[config.mk]
export PLATFORM = sky130hd
export DESIGN_NAME = plb_lookup_queue
export DESIGN_NICKNAME = d
export VERILOG_FILES = /design/src/rtl/plb_lookup_queue.sv
export SDC_FILE = /design/constraint.sdc
export NUM_CORES = 1
export LEC_CHECK = 0
export BUFFER_PORTS_ARGS = -buffer_cell sky130_fd_sc_hd__buf_2
export CORE_MARGIN = 8
export CORE_UTILIZATION = 57
export DETAILED_ROUTE_END_ITERATION = 8
export GPL_TIMING_DRIVEN = 0
export PLACE_DENSITY = 0.91
export SLEW_MARGIN = 0
export SYNTH_ARGS = -nofsm -noshare
export SYNTH_HDL_FRONTEND = slang
export SYNTH_SLANG_ARGS = --single-unit
[constraint.sdc]
create_clock -name clk_i -period 7.2 [get_ports clk_i]
set_input_delay 0.36 -clock clk_i [delete_from_list [all_inputs] [get_ports clk_i]]
set_output_delay 0.36 -clock clk_i [all_outputs]
set_load 0.1 [all_outputs]
[src/rtl/plb_lookup_queue.sv]
// PLB lookup queue: issues in-order PLB lookups for walker transactions, holds up to
// DEPTH of them, and emits each with its walking bit resolved (hit -> SKIP, miss -> DO).
module plb_lookup_queue #(
  parameter int unsigned DATA_WIDTH = 32,
  parameter int unsigned KEY_LSB    = 0,
  parameter int unsigned KEY_WIDTH  = 32,
  parameter int unsigned WALK_BIT   = 0,
  parameter int unsigned DEPTH      = 4,
  parameter int unsigned CNT_WIDTH  = 16
) (
  input  logic                  clk_i,
  input  logic                  rst_i,
  input  logic                  plb_lookup_slave_valid,
  output logic                  plb_lookup_slave_ready,
  input  logic [DATA_WIDTH-1:0] plb_lookup_slave_data,
  output logic                  plb_lookup_master_valid,
  input  logic                  plb_lookup_master_ready,
  output logic [DATA_WIDTH-1:0] plb_lookup_master_data,
  input  logic                  plb_lookup_control_flush,
  input  logic                  plb_en_i,
  output logic                  plb_cache_mem_req,
  input  logic                  plb_cache_mem_gnt,
  output logic [KEY_WIDTH-1:0]  plb_cache_mem_addr,
  output logic                  plb_cache_mem_we,
  input  logic                  plb_cache_mem_valid,
  input  logic                  plb_cache_mem_rdata,
  output logic [CNT_WIDTH-1:0]  hit_count_o,
  output logic [CNT_WIDTH-1:0]  miss_count_o
);

  localparam int unsigned PW = $clog2(DEPTH);
  localparam int unsigned CW = PW + 1;
  localparam logic [CW:0] DEPTH_SUM = (CW+1)'(DEPTH);

  typedef logic [PW-1:0] ptr_t;
  typedef logic [CW-1:0] cnt_t;

  logic [DATA_WIDTH-1:0] data_q [DEPTH];
  logic [DATA_WIDTH-1:0] data_d [DEPTH];
  logic [DEPTH-1:0]      resolved_q, resolved_d;
  logic [DEPTH-1:0]      hit_q, hit_d;
  ptr_t                  wr_ptr_q, wr_ptr_d;
  ptr_t                  rd_ptr_q, rd_ptr_d;
  cnt_t                  occ_q, occ_d;
  cnt_t                  out_cnt_q, out_cnt_d;
  cnt_t                  drop_cnt_q, drop_cnt_d;
  logic [CNT_WIDTH-1:0]  hit_cnt_q, hit_cnt_d;
  logic [CNT_WIDTH-1:0]  miss_cnt_q, miss_cnt_d;

  logic                  full;
  logic [CW:0]           fill;
  logic                  can_push;
  logic                  push;
  logic                  pop;
  logic                  rsp_found;
  ptr_t                  rsp_ptr;
  ptr_t                  scan_idx;
  logic                  rsp_live;
  logic                  rsp_drop;
  logic [DATA_WIDTH-1:0] head_data;

  // Lookups still being drained after a flush occupy capacity until answered.
  assign fill     = {1'b0, occ_q} + {1'b0, drop_cnt_q};
  assign full     = (fill >= DEPTH_SUM);
  assign can_push = plb_lookup_slave_valid & ~full & ~plb_lookup_control_flush & ~rst_i;

  assign plb_cache_mem_req      = plb_en_i & can_push;
  assign plb_cache_mem_addr     = plb_lookup_slave_data[KEY_LSB +: KEY_WIDTH];
  assign plb_cache_mem_we       = 1'b0;
  assign plb_lookup_slave_ready = plb_en_i ? (can_push & plb_cache_mem_gnt) : can_push;
  assign push                   = plb_lookup_slave_valid & plb_lookup_slave_ready;

  assign plb_lookup_master_valid = (occ_q != '0) & resolved_q[rd_ptr_q];
  assign pop                     = plb_lookup_master_valid & plb_lookup_master_ready;

  always_comb begin
    head_data           = data_q[rd_ptr_q];
    head_data[WALK_BIT] = hit_q[rd_ptr_q];
    plb_lookup_master_data = head_data;
  end

  // The response target is the oldest held entry still unresolved; scanning from the
  // head skips bypass entries without a separately maintained response pointer.
  always_comb begin
    rsp_found = 1'b0;
    rsp_ptr   = rd_ptr_q;
    scan_idx  = rd_ptr_q;
    for (int unsigned i = 0; i < DEPTH; i++) begin
      scan_idx = rd_ptr_q + ptr_t'(i);
      if (!rsp_found && (cnt_t'(i) < occ_q) && !resolved_q[scan_idx]) begin
        rsp_found = 1'b1;
        rsp_ptr   = scan_idx;
      end
    end
  end

  assign rsp_drop = plb_cache_mem_valid & (drop_cnt_q != '0);
  assign rsp_live = plb_cache_mem_valid & (drop_cnt_q == '0) & rsp_found;

  always_comb begin
    data_d     = data_q;
    resolved_d = resolved_q;
    hit_d      = hit_q;
    wr_ptr_d   = wr_ptr_q;
    rd_ptr_d   = rd_ptr_q;
    hit_cnt_d  = hit_cnt_q;
    miss_cnt_d = miss_cnt_q;
    occ_d      = occ_q + cnt_t'(push) - cnt_t'(pop);
    out_cnt_d  = out_cnt_q + cnt_t'(push & plb_en_i) - cnt_t'(rsp_live);
    drop_cnt_d = drop_cnt_q - cnt_t'(rsp_drop);

    if (rsp_live) begin
      resolved_d[rsp_ptr] = 1'b1;
      hit_d[rsp_ptr]      = plb_cache_mem_rdata;
      if (plb_cache_mem_rdata) begin
        if (hit_cnt_q != '1) hit_cnt_d = hit_cnt_q + 1'b1;
      end else begin
        if (miss_cnt_q != '1) miss_cnt_d = miss_cnt_q + 1'b1;
      end
    end

    if (pop) rd_ptr_d = rd_ptr_q + 1'b1;

    if (push) begin
      data_d[wr_ptr_q]     = plb_lookup_slave_data;
      resolved_d[wr_ptr_q] = ~plb_en_i;
      hit_d[wr_ptr_q]      = 1'b0;
      wr_ptr_d             = wr_ptr_q + 1'b1;
    end

    // Lookups still unanswered at flush time become drops; push is blocked by flush.
    if (plb_lookup_control_flush) begin
      resolved_d = '0;
      wr_ptr_d   = '0;
      rd_ptr_d   = '0;
      occ_d      = '0;
      out_cnt_d  = '0;
      drop_cnt_d = drop_cnt_q - cnt_t'(rsp_drop) + out_cnt_q - cnt_t'(rsp_live);
    end
  end

  always_ff @(posedge clk_i or posedge rst_i) begin
    if (rst_i) begin
      for (int unsigned i = 0; i < DEPTH; i++) data_q[i] <= '0;
      resolved_q <= '0;
      hit_q      <= '0;
      wr_ptr_q   <= '0;
      rd_ptr_q   <= '0;
      occ_q      <= '0;
      out_cnt_q  <= '0;
      drop_cnt_q <= '0;
      hit_cnt_q  <= '0;
      miss_cnt_q <= '0;
    end else begin
      data_q     <= data_d;
      resolved_q <= resolved_d;
      hit_q      <= hit_d;
      wr_ptr_q   <= wr_ptr_d;
      rd_ptr_q   <= rd_ptr_d;
      occ_q      <= occ_d;
      out_cnt_q  <= out_cnt_d;
      drop_cnt_q <= drop_cnt_d;
      hit_cnt_q  <= hit_cnt_d;
      miss_cnt_q <= miss_cnt_d;
    end
  end

  assign hit_count_o  = hit_cnt_q;
  assign miss_count_o = miss_cnt_q;

  stray_rsp_a: assert property (@(posedge clk_i) disable iff (rst_i)
    !(plb_cache_mem_valid && (drop_cnt_q == '0) && (out_cnt_q == '0)));

endmodule

==> flow_summary.toml, run 1 <==
[outcome]
run_status = "finished clean"

[clock_tree]
cts_sinks = 177
postCtsSetupBuffers = 0
holdBufCountCts = 0
clk_path_buf_depth = 2
clk_pin_slew_ps = 70
cts_tree = "built"
cts_resized = 0
clkLatencyLatePin_ps = 440
clk_root_buffer_cell = "clkbuf_16"
cts_made_buffers = 17
h-tree-depth = 4

[logic_synthesis]
syn_inst = 894
synthesis.nets = 957
synth_ff_type = "dfrtp_1"
synth.top_cell.area_share_pct = 50.9
synth-edff-count = 0
synth_area_leader_cell = "dfrtp_1"
yosys-top-cells-count = "nand2_1 (394), dfrtp_1 (177), buf_4 (35)"
avgSynthCellArea_sq_um = 9.73
yosysMostFrequentCell = "nand2_1"
ys_types = 47
ys_ff_latch = 177
async_reset_ff_share_pct = 100
syn-cell-area_sq_um = 8690
yosys_warnings = 0
ys_seq_area_share_pct = 50.9
synth_area_leaders = "dfrtp_1 (51%), nand2_1 (17%), mux4_2 (8.5%), xnor2_1 (3.4%), buf_4 (3.0%)"

[worst_setup_path]
worstPathMaxFanout = 10
ff2ff_setup_slack_ps = 4090
r2r-start = "occ_q[2]"
path_class = "register to register"
worstSetupStartpointType = "register"
startpoint = "occ_q[2]"
r2r_cells = 13
crit_end = "out_cnt_q[2]"
crit_arrival_ps = 3420
worstPathRequired_ps = 7500
r2r-end = "out_cnt_q[2]"
cp-end-kind = "register"

[pwr]
p_leak_nw = 5.47
power.total_mw = 3.46
p_per_area_nw_per_um2 = 338
power.ir.vdd_worst_v = 0.000308

[cells_and_area]
num-fill-cells = 1111
layout-drive-gt1-share_pct = 24.4
diodes = 0
nNetsFinal = 1115
syn2layout_area_growth_pct = 17.8

[route]
drc = 0
drt-initial-drc-count = 616
wl_per_cell_um = 17.2
first_pass_iters = 5
routed_wl_um = 21500
vias = 7037
via_per_inst = 5.62
ant_nets = 0

[global_routing]
track_usage_pct = 22.8
grt_pass1_wl_um = 35800
grt_pass1_vias = 7278
grt_max_degree = 93
overflow = 0
antenna_found_initial = 1

[place]
hpwl_um = 14900
routabilityCongestion = 0.814
port_buffers = 138

[timing]
fin_hold_ws_ps = 10.5
rsz0062_at_grt = "no"
finalCritPeriodShare_pct = 43.2
slew_violations = 0
fmax_mhz = 321
fin_crit_ps = 3110
hold_viol = 0
timing.max_slew.rel_slack_pct = 54.6
setup_viol = 0
worst_pin_slew_ps = 681
finClkSkew_ps = 13.4
setup_tns_ps = 0

[floorplanning]
die_width_um = 140
die_y_um = 140
num_rows = 45
io_pins = 141
core_sq_um = 15000
start_util_pct = 57.8
dieArea_sq_um = 19500

[worst_hold_path]
hp-class = "input pin to asynchronous set/reset pin"

[job]
drv_cap = 0
## cells in the final DEF (no fill, tap or decap), types with 2 or more instances in the layout
cell and count:
nand2_1 394, dfrtp_1 177, buf_2 145, buf_4 35
clkbuf_1 34, xnor2_1 34, mux4_2 33, inv_1 19
ha_1 19, clkbuf_16 17, nand3_1 16, nor2_1 16
a211oi_1 8, xor2_1 8, nand4_1 8, and2_1 7
o21ai_0 7, and3_1 7, a21oi_1 6, mux2_2 6
nor3_1 6, inv_8 6, and4_1 6, nor2b_1 5
mux2i_1 4, inv_6 4, o21bai_1 3, fa_1 3
clkinvlp_4 3, nand4b_1 2, nand2b_1 2, o21ba_2 2
clkinv_4 2
## power breakdown
group	internal (mW)	switching (mW)	total (mW)
clock	0.493	0.437	0.930
sequential	1.13	0.0827	1.21
combinational	0.284	1.04	1.32
total	1.90	1.55	3.46
## per-layer routing
layer,track usage (%),share of wire (%),wire length (um),vias up
li1,-,-,-,3200
met1,27.5,39,8420,3446
met2,37.6,50,10700,323
met3,6.87,8.2,1780,66
met4,9.76,3.1,663,2
met5,0,0.037,8,-
## registers in the layout, indices dropped and copies added (netlist names)
| register | count |
|---|---|
| drop_cnt_q | 3 |
| out_cnt_q | 3 |
| wr_ptr_q | 2 |
| data_q | 124 |
| resolved_q | 4 |
| hit_q | 4 |
| occ_q | 3 |
| hit_count_o | 16 |
| miss_count_o | 16 |
| rd_ptr_q | 2 |
## worst max-delay path: stages (launching register included)
cell	delay [ps]
dfrtp_1	450
ha_1	220
nor4_1	290
nand4b_1	170
a21oi_1	340
buf_2	310
nand2_1	90
ha_1	270
inv_1	60
ha_1	140
inv_1	50
fa_1	370
xnor2_1	170
nor2_1	60
## kinds of logic after synthesis
logic type	count (synthesis)	share of synthesized area (%)
other	1	0.0431
flip-flops	177	50.9
AO/OA/AOI/OAI	35	2.85
AND/OR/NAND/NOR	476	22.5
buffers and inverters	97	5.89
multiplexers	44	10.1
XOR/XNOR	42	4.23
adder cells (fa/ha/maj)	22	3.43
## area by class of cell
class / count / area [sq um] / area share, %
Sequential cell: 177 / 4430 / 43.2
Clock buffer: 17 / 425 / 4.15
Clock inverter: 15 / 161 / 1.58
Multi-Input combinational cell: 620 / 3750 / 36.6
Buffer: 77 / 437 / 4.26
Timing Repair Buffer: 139 / 718 / 7.01
Inverter: 20 / 82.6 / 0.806
Tap cell: 188 / 235 / 2.30
## worst min path at each step
stage,end,depth (start not counted)
3_5_place_dp,data_q[18],2
4_1_cts,hit_count_o[1],2
6_report,drop_cnt_q[0],2
5_1_grt,drop_cnt_q[0],2
3_3_place_gp,data_q[34],2
2_1_floorplan,data_q[33],2
## metrics by stage
step,utilization [%],instance area (sq um),instances,setup slack [ps]
6_report,68.1,10200,1253,4090
5_1_grt,68.1,10200,1253,3830
4_1_cts,68.1,10200,1253,4040
3_5_place_dp,64.2,9660,1221,4070
3_3_place_gp,64.0,9620,1220,180
2_1_floorplan,-,8690,894,2040
Power figures use the tool's default switching activity.
==> inputs of run 2 (changes only) <==
--- a/config.mk
+++ b/config.mk
@@ -5,12 +5,13 @@
 export SDC_FILE = /design/constraint.sdc
 export NUM_CORES = 1
 export LEC_CHECK = 0
+export ABC_AREA = 1
 export BUFFER_PORTS_ARGS = -buffer_cell sky130_fd_sc_hd__buf_2
 export CORE_MARGIN = 8
-export CORE_UTILIZATION = 57
+export CORE_UTILIZATION = 51
 export DETAILED_ROUTE_END_ITERATION = 8
 export GPL_TIMING_DRIVEN = 0
-export PLACE_DENSITY = 0.91
+export PLACE_DENSITY = 0.87
 export SLEW_MARGIN = 0
 export SYNTH_ARGS = -nofsm -noshare
 export SYNTH_HDL_FRONTEND = slang
==> constraint.sdc (replaced) <==
create_clock -name clk_i -period 2.8 [get_ports clk_i]
set_input_delay 0.14 -clock clk_i [delete_from_list [all_inputs] [get_ports clk_i]]
set_output_delay 0.14 -clock clk_i [all_outputs]
set_load 0.1 [all_outputs]
==> run 2 against run 1 <==
Against the previous run:
- register-to-register slack worse by 4000 ps
- design area is 3.6% higher
- combinational power grew to 2.6 times the previous value
- critical path depth is 6 lower
- largest power group unchanged
- routed wire length is 11% higher
==> flow_summary.toml, run 2 <==
[logic_synthesis]
synthesis.nets = 1073
yosys-top-cells-count = "nand2_1 (222), dfrtp_1 (177), o21ai_0 (136)"
syn-cell-area_sq_um = 8670
synth_ff_type = "dfrtp_1"
synth_area_leaders = "dfrtp_1 (51%), nand2_1 (9.6%), o21ai_0 (7.9%), nand3_1 (7.2%), inv_1 (3.6%)"
ys_ff_latch = 177
synth.top_cell.area_share_pct = 51.1
ys_types = 35
synth_area_leader_cell = "dfrtp_1"
yosysMostFrequentCell = "nand2_1"
async_reset_ff_share_pct = 100
avgSynthCellArea_sq_um = 8.58
ys_seq_area_share_pct = 51.1
syn_inst = 1010
yosys_warnings = 0
synth-edff-count = 0

[floorplanning]
core_sq_um = 16600
start_util_pct = 52.3
num_rows = 47
io_pins = 141
dieArea_sq_um = 21400
die_width_um = 146
die_y_um = 146

[cells_and_area]
most-common-layout-cells = "nand2_1 (218), dfrtp_1 (176), buf_2 (138)"
nNetsFinal = 1250
mostFrequentLayoutCell = "nand2_1"
largest_reg_flops = 124
stdcell_area_sq_um = 10600
regMostFlops = "data_q"
diodes = 0
num-fill-cells = 1352
layout-drive-gt1-share_pct = 25.3
syn2layout_area_growth_pct = 22.3

[global_routing]
antenna_found_initial = 1
grt_pass1_wl_um = 38800
grt_max_degree = 45
overflow = 0
grt_pass1_vias = 7936
track_usage_pct = 22.1

[clock_tree]
cts_sinks = 177
cts_made_buffers = 17
clk_pin_slew_ps = 60
h-tree-depth = 4
clk_root_buffer_cell = "clkbuf_16"
cts_tree = "built"
clk_path_buf_depth = 2
clkLatencyLatePin_ps = 440

[timing]
setup_ws_ps = 96.1
fin_hold_ws_ps = 16.5
rsz0062_at_grt = "yes"
timing.max_slew.rel_slack_pct = 55.0
setup_viol = 0
hold_viol = 0
fmax_mhz = 370
finClkSkew_ps = 8.10
fin_crit_ps = 2700
finalCritPeriodShare_pct = 96.6
slew_violations = 0
worst_pin_slew_ps = 672

[worst_setup_path]
max_stage_delay_ps = 480
r2r-start = "occ_q[1]"
path_class = "register to output pin"
r2r-end = "out_cnt_q[1]"
cp-end-kind = "output pin"
crit_arrival_ps = 2560
r2r_cells = 12
ff2ff_setup_slack_ps = 120
worstPathRequired_ps = 2660
crit_slowest_cell = "clkbuf_1"
crit_chain = "inv_2 > nand2_1 > inv_1 > clkbuf_1 > a22oi_1 > nand3_1 > buf_2"
worstPathMaxFanout = 10
worstSetupStartpointType = "register"

[route]
drt-initial-drc-count = 854
drc = 0
ant_nets = 0
wl_per_cell_um = 16.9
via_per_inst = 5.59
vias = 7938
routed_wl_um = 24000
first_pass_iters = 7

[worst_hold_path]
hold_end = "hit_count_o[10]"
hold_start = "plb_cache_mem_rdata"
hold_depth = 3
hp-class = "input pin to register"

[pwr]
p_leak_nw = 5.47
p_per_area_nw_per_um2 = 830
power.ir.vdd_worst_v = 0.000772

[place]
dp_slack_ps = -284
hpwl_um = 16100
dpl_cell_area_sq_um = 9840
routabilityCongestion = 0.862
port_buffers = 138

[job]
drv_cap = 0

[outcome]
run_status = "finished clean"
[run 2: worst max-delay path: cells and delay by family (launching register included)]
| kind | cells | cell delay, ps |
|---|---|---|
| buf+inv | 4 | 1230 |
| flops | 1 | 460 |
| simple gates | 2 | 240 |
| compound gates | 1 | 200 |
[run 2: area by class of cell]
type                    instances  area (sq um)  share of cell area, %
clock inverters                12          87.6                  0.826
multi-input cells             661          3580                   33.7
clock buffers                  19           443                   4.18
plain buffers                  84           553                   5.21
repair buffers                160           915                   8.62
inverters                      86           327                   3.08
flip-flops and latches        177          4430                   41.8
well taps                     220           275                   2.60
[run 2: cell families (layout without fill, tap and decap cells)]
family	Yosys count	after routing	synth area share [%]
buf+inv	172	361	9.12
other cells	1	1	0.0433
compound gates	190	190	12.2
simple gates	415	415	20.8
flops	177	177	51.1
fa+ha+maj	22	22	3.43
xor+xnor	33	33	3.33
[run 2: worst max-delay path by stage]
stage | end | start | cells past startpoint | slack, ps
floorplan | out_cnt_q[2] | rst_i | 11 | -2040
global placement | out_cnt_q[2] | rst_i | 12 | -3160
detailed placement | drop_cnt_q[2] | rd_ptr_q[1] | 17 | -280
CTS | out_cnt_q[2] | occ_q[2] | 12 | 20
global route | drop_cnt_q[2] | occ_q[1] | 14 | -3
finish | plb_lookup_master_data[24] | rd_ptr_q[1] | 7 | 100
[run 2: metal layers]
layer	part of all wire [%]	up-vias	wire length [um]	GRT usage, %
met1	39	3865	9400	26.9
li1	-	3649	-	-
met3	9.5	41	2280	6.95
met5	0.054	-	13	0
met4	1.9	2	452	7.62
met2	49	381	11800	36.6
[run 2: report_power, final]
group / leakage (nW) / internal, mW / switching, mW
registers: 2.37 / 2.93 / 0.237
clock network: 0.253 / 1.16 / 1.02
logic: 2.84 / 0.684 / 2.77
[run 2: stage by stage]
stage	cells	TNS (ps)	utilization, %	power [mW]
CTS	1413	0	63.3	8.76
global placement	1368	-496820	58.8	6.51
global route	1419	-3.17	64.0	9.17
finish	1419	0	64.0	8.80
detailed placement	1372	-540	59.3	6.60
floorplan	1010	-210890	-	6.00
[run 2: repair_timing]
item	in CTS	in global routing
pin swaps	3	11
setup endpoints to repair	4	28
gates resized for setup	15	28
setup buffers	9	7
hold buffers	2	0
endpoints found under the hold margin	14	0
==> inputs of run 3 (changes only) <==
--- a/config.mk
+++ b/config.mk
@@ -8,10 +8,10 @@
 export ABC_AREA = 1
 export BUFFER_PORTS_ARGS = -buffer_cell sky130_fd_sc_hd__buf_2
 export CORE_MARGIN = 8
-export CORE_UTILIZATION = 51
+export CORE_UTILIZATION = 35
 export DETAILED_ROUTE_END_ITERATION = 8
 export GPL_TIMING_DRIVEN = 0
-export PLACE_DENSITY = 0.87
+export PLACE_DENSITY = 0.67
 export SLEW_MARGIN = 0
 export SYNTH_ARGS = -nofsm -noshare
 export SYNTH_HDL_FRONTEND = slang
==> run 3 against run 2 <==
Against the previous run:
- maximum frequency barely moved
- largest cell class unchanged
- final cell count is 7.5% higher
- routed wire length up 2.2%
- combinational power is essentially flat
==> flow_summary.toml, run 3 (synthesis results as in run 2) <==
[outcome]
run_status = "finished clean"

[worst_setup_path]
crit_arrival_ps = 3060
path_class = "register to register"
cp-end-kind = "register"
worstPathMaxFanout = 4
worstPathRequired_ps = 3160
worstSetupStartpointType = "register"

[global_routing]
overflow = 0
grt_pass1_wl_um = 40300
track_usage_pct = 16.3
antenna_found_initial = 0
grt_pass1_vias = 7688
grt_max_degree = 43

[floorplanning]
die_width_um = 173
core_sq_um = 24300
dieArea_sq_um = 30100
num_rows = 57
io_pins = 141
start_util_pct = 35.6
die_y_um = 173

[route]
ant_nets = 0
via_per_inst = 4.97
drt-initial-drc-count = 677
first_pass_iters = 5
wl_per_cell_um = 16.0
drc = 0
vias = 7574
routed_wl_um = 24500

[clock_tree]
clk_path_buf_depth = 2
cts_tree = "built"
clk_pin_slew_ps = 80
cts_made_buffers = 17
h-tree-depth = 4
clk_root_buffer_cell = "clkbuf_16"
cts_sinks = 177
clkLatencyLatePin_ps = 440

[place]
dp.cells = 1476
dp_slack_ps = -288
port_buffers = 138
dpl_cell_area_sq_um = 9970
hpwl_um = 17100
routabilityCongestion = 0.800

[timing]
slew_violations = 0
worst_pin_slew_ps = 647
fin_crit_ps = 2710
finalCritPeriodShare_pct = 96.6
hold_viol = 0
timing.max_slew.rel_slack_pct = 56.8
setup_viol = 0
setup_tns_ps = 0
setup_ws_ps = 94.3
fin_hold_ws_ps = 29.7
finClkSkew_ps = 13.4
rsz0062_at_grt = "yes"
fmax_mhz = 370

[cells_and_area]
diodes = 0
fin_cells = 1525
mostFrequentLayoutCell = "nand2_1"
post-route-util_pct = 44.5
most-common-layout-cells = "nand2_1 (217), dfrtp_1 (175), buf_2 (138)"
syn2layout_area_growth_pct = 24.9
largest_reg_flops = 124
nNetsFinal = 1251
layout-drive-gt1-share_pct = 25.6
stdcell_area_sq_um = 10800
regMostFlops = "data_q"

[pwr]
power.total_mw = 8.93
power.ir.vdd_worst_v = 0.000684
p_leak_nw = 5.50
p_per_area_nw_per_um2 = 825

[worst_hold_path]
hp-class = "input pin to register"

[job]
drv_cap = 0
[run 3: layout make-up]
cell class / instances / area [sq um]
Sequential cell: 177 / 4430
Tap cell: 324 / 405
Clock buffer: 17 / 425
Fill cell: 2405 / 13500
Multi-Input combinational cell: 661 / 3570
Timing Repair Buffer: 161 / 951
Clock inverter: 15 / 153
Inverter: 86 / 329
Buffer: 84 / 557
[run 3: repair_timing]
| action | in CTS | in global routing |
|---|---|---|
| buffers inserted | 6 | 10 |
| resized for setup | 8 | 38 |
| endpoints found under the setup margin | 8 | 38 |
| pin swaps | 2 | 14 |
| endpoints found under the hold margin | 31 | 0 |
| hold buffers | 3 | 0 |
[run 3: worst paths after layout]
check	from	to	slack (ps)	depth (start not counted)
max in group asynchronous	rst_i	data_q[66]	1870	5
hold reg to reg	data_q[30]	data_q[30]	490	2
min in group asynchronous	rst_i	data_q[124]	410	4
setup reg to reg	occ_q[1]	drop_cnt_q[2]	90	15
setup / recovery	occ_q[1]	drop_cnt_q[2]	90	15
hold / removal	plb_lookup_slave_data[10]	data_q[74]	30	3
[run 3: per-layer routing]
layer / GRT usage [%] / vias to the layer above / routed length (um) / share of wire, %
met3: 4.29 / 21 / 1570 / 6.4
met4: 4.35 / 0 / 283 / 1.2
met5: 0 / - / 0 / 0
li1: - / 3651 / - / -
met2: 26.0 / 251 / 11300 / 46
met1: 21.5 / 3651 / 11300 / 46
[run 3: critical path, stage by stage, from the launching register on]
cell and delay, ps:
dfrtp_1 390, buf_4 140, buf_4 120, ha_1 200, a21oi_2 160, nand3_2 130
nand3_4 110, nor2_4 50, nor2_4 150, ha_1 160, inv_1 40, ha_1 190
fa_2 350, xor2_1 170, nor2_1 130, xor2_1 160
[run 3: report_power, final]
part / total [mW] / switching, mW / internal, mW
Combinational: 3.44 / 2.76 / 0.683
Clock: 2.33 / 1.15 / 1.18
Sequential: 3.15 / 0.225 / 2.93
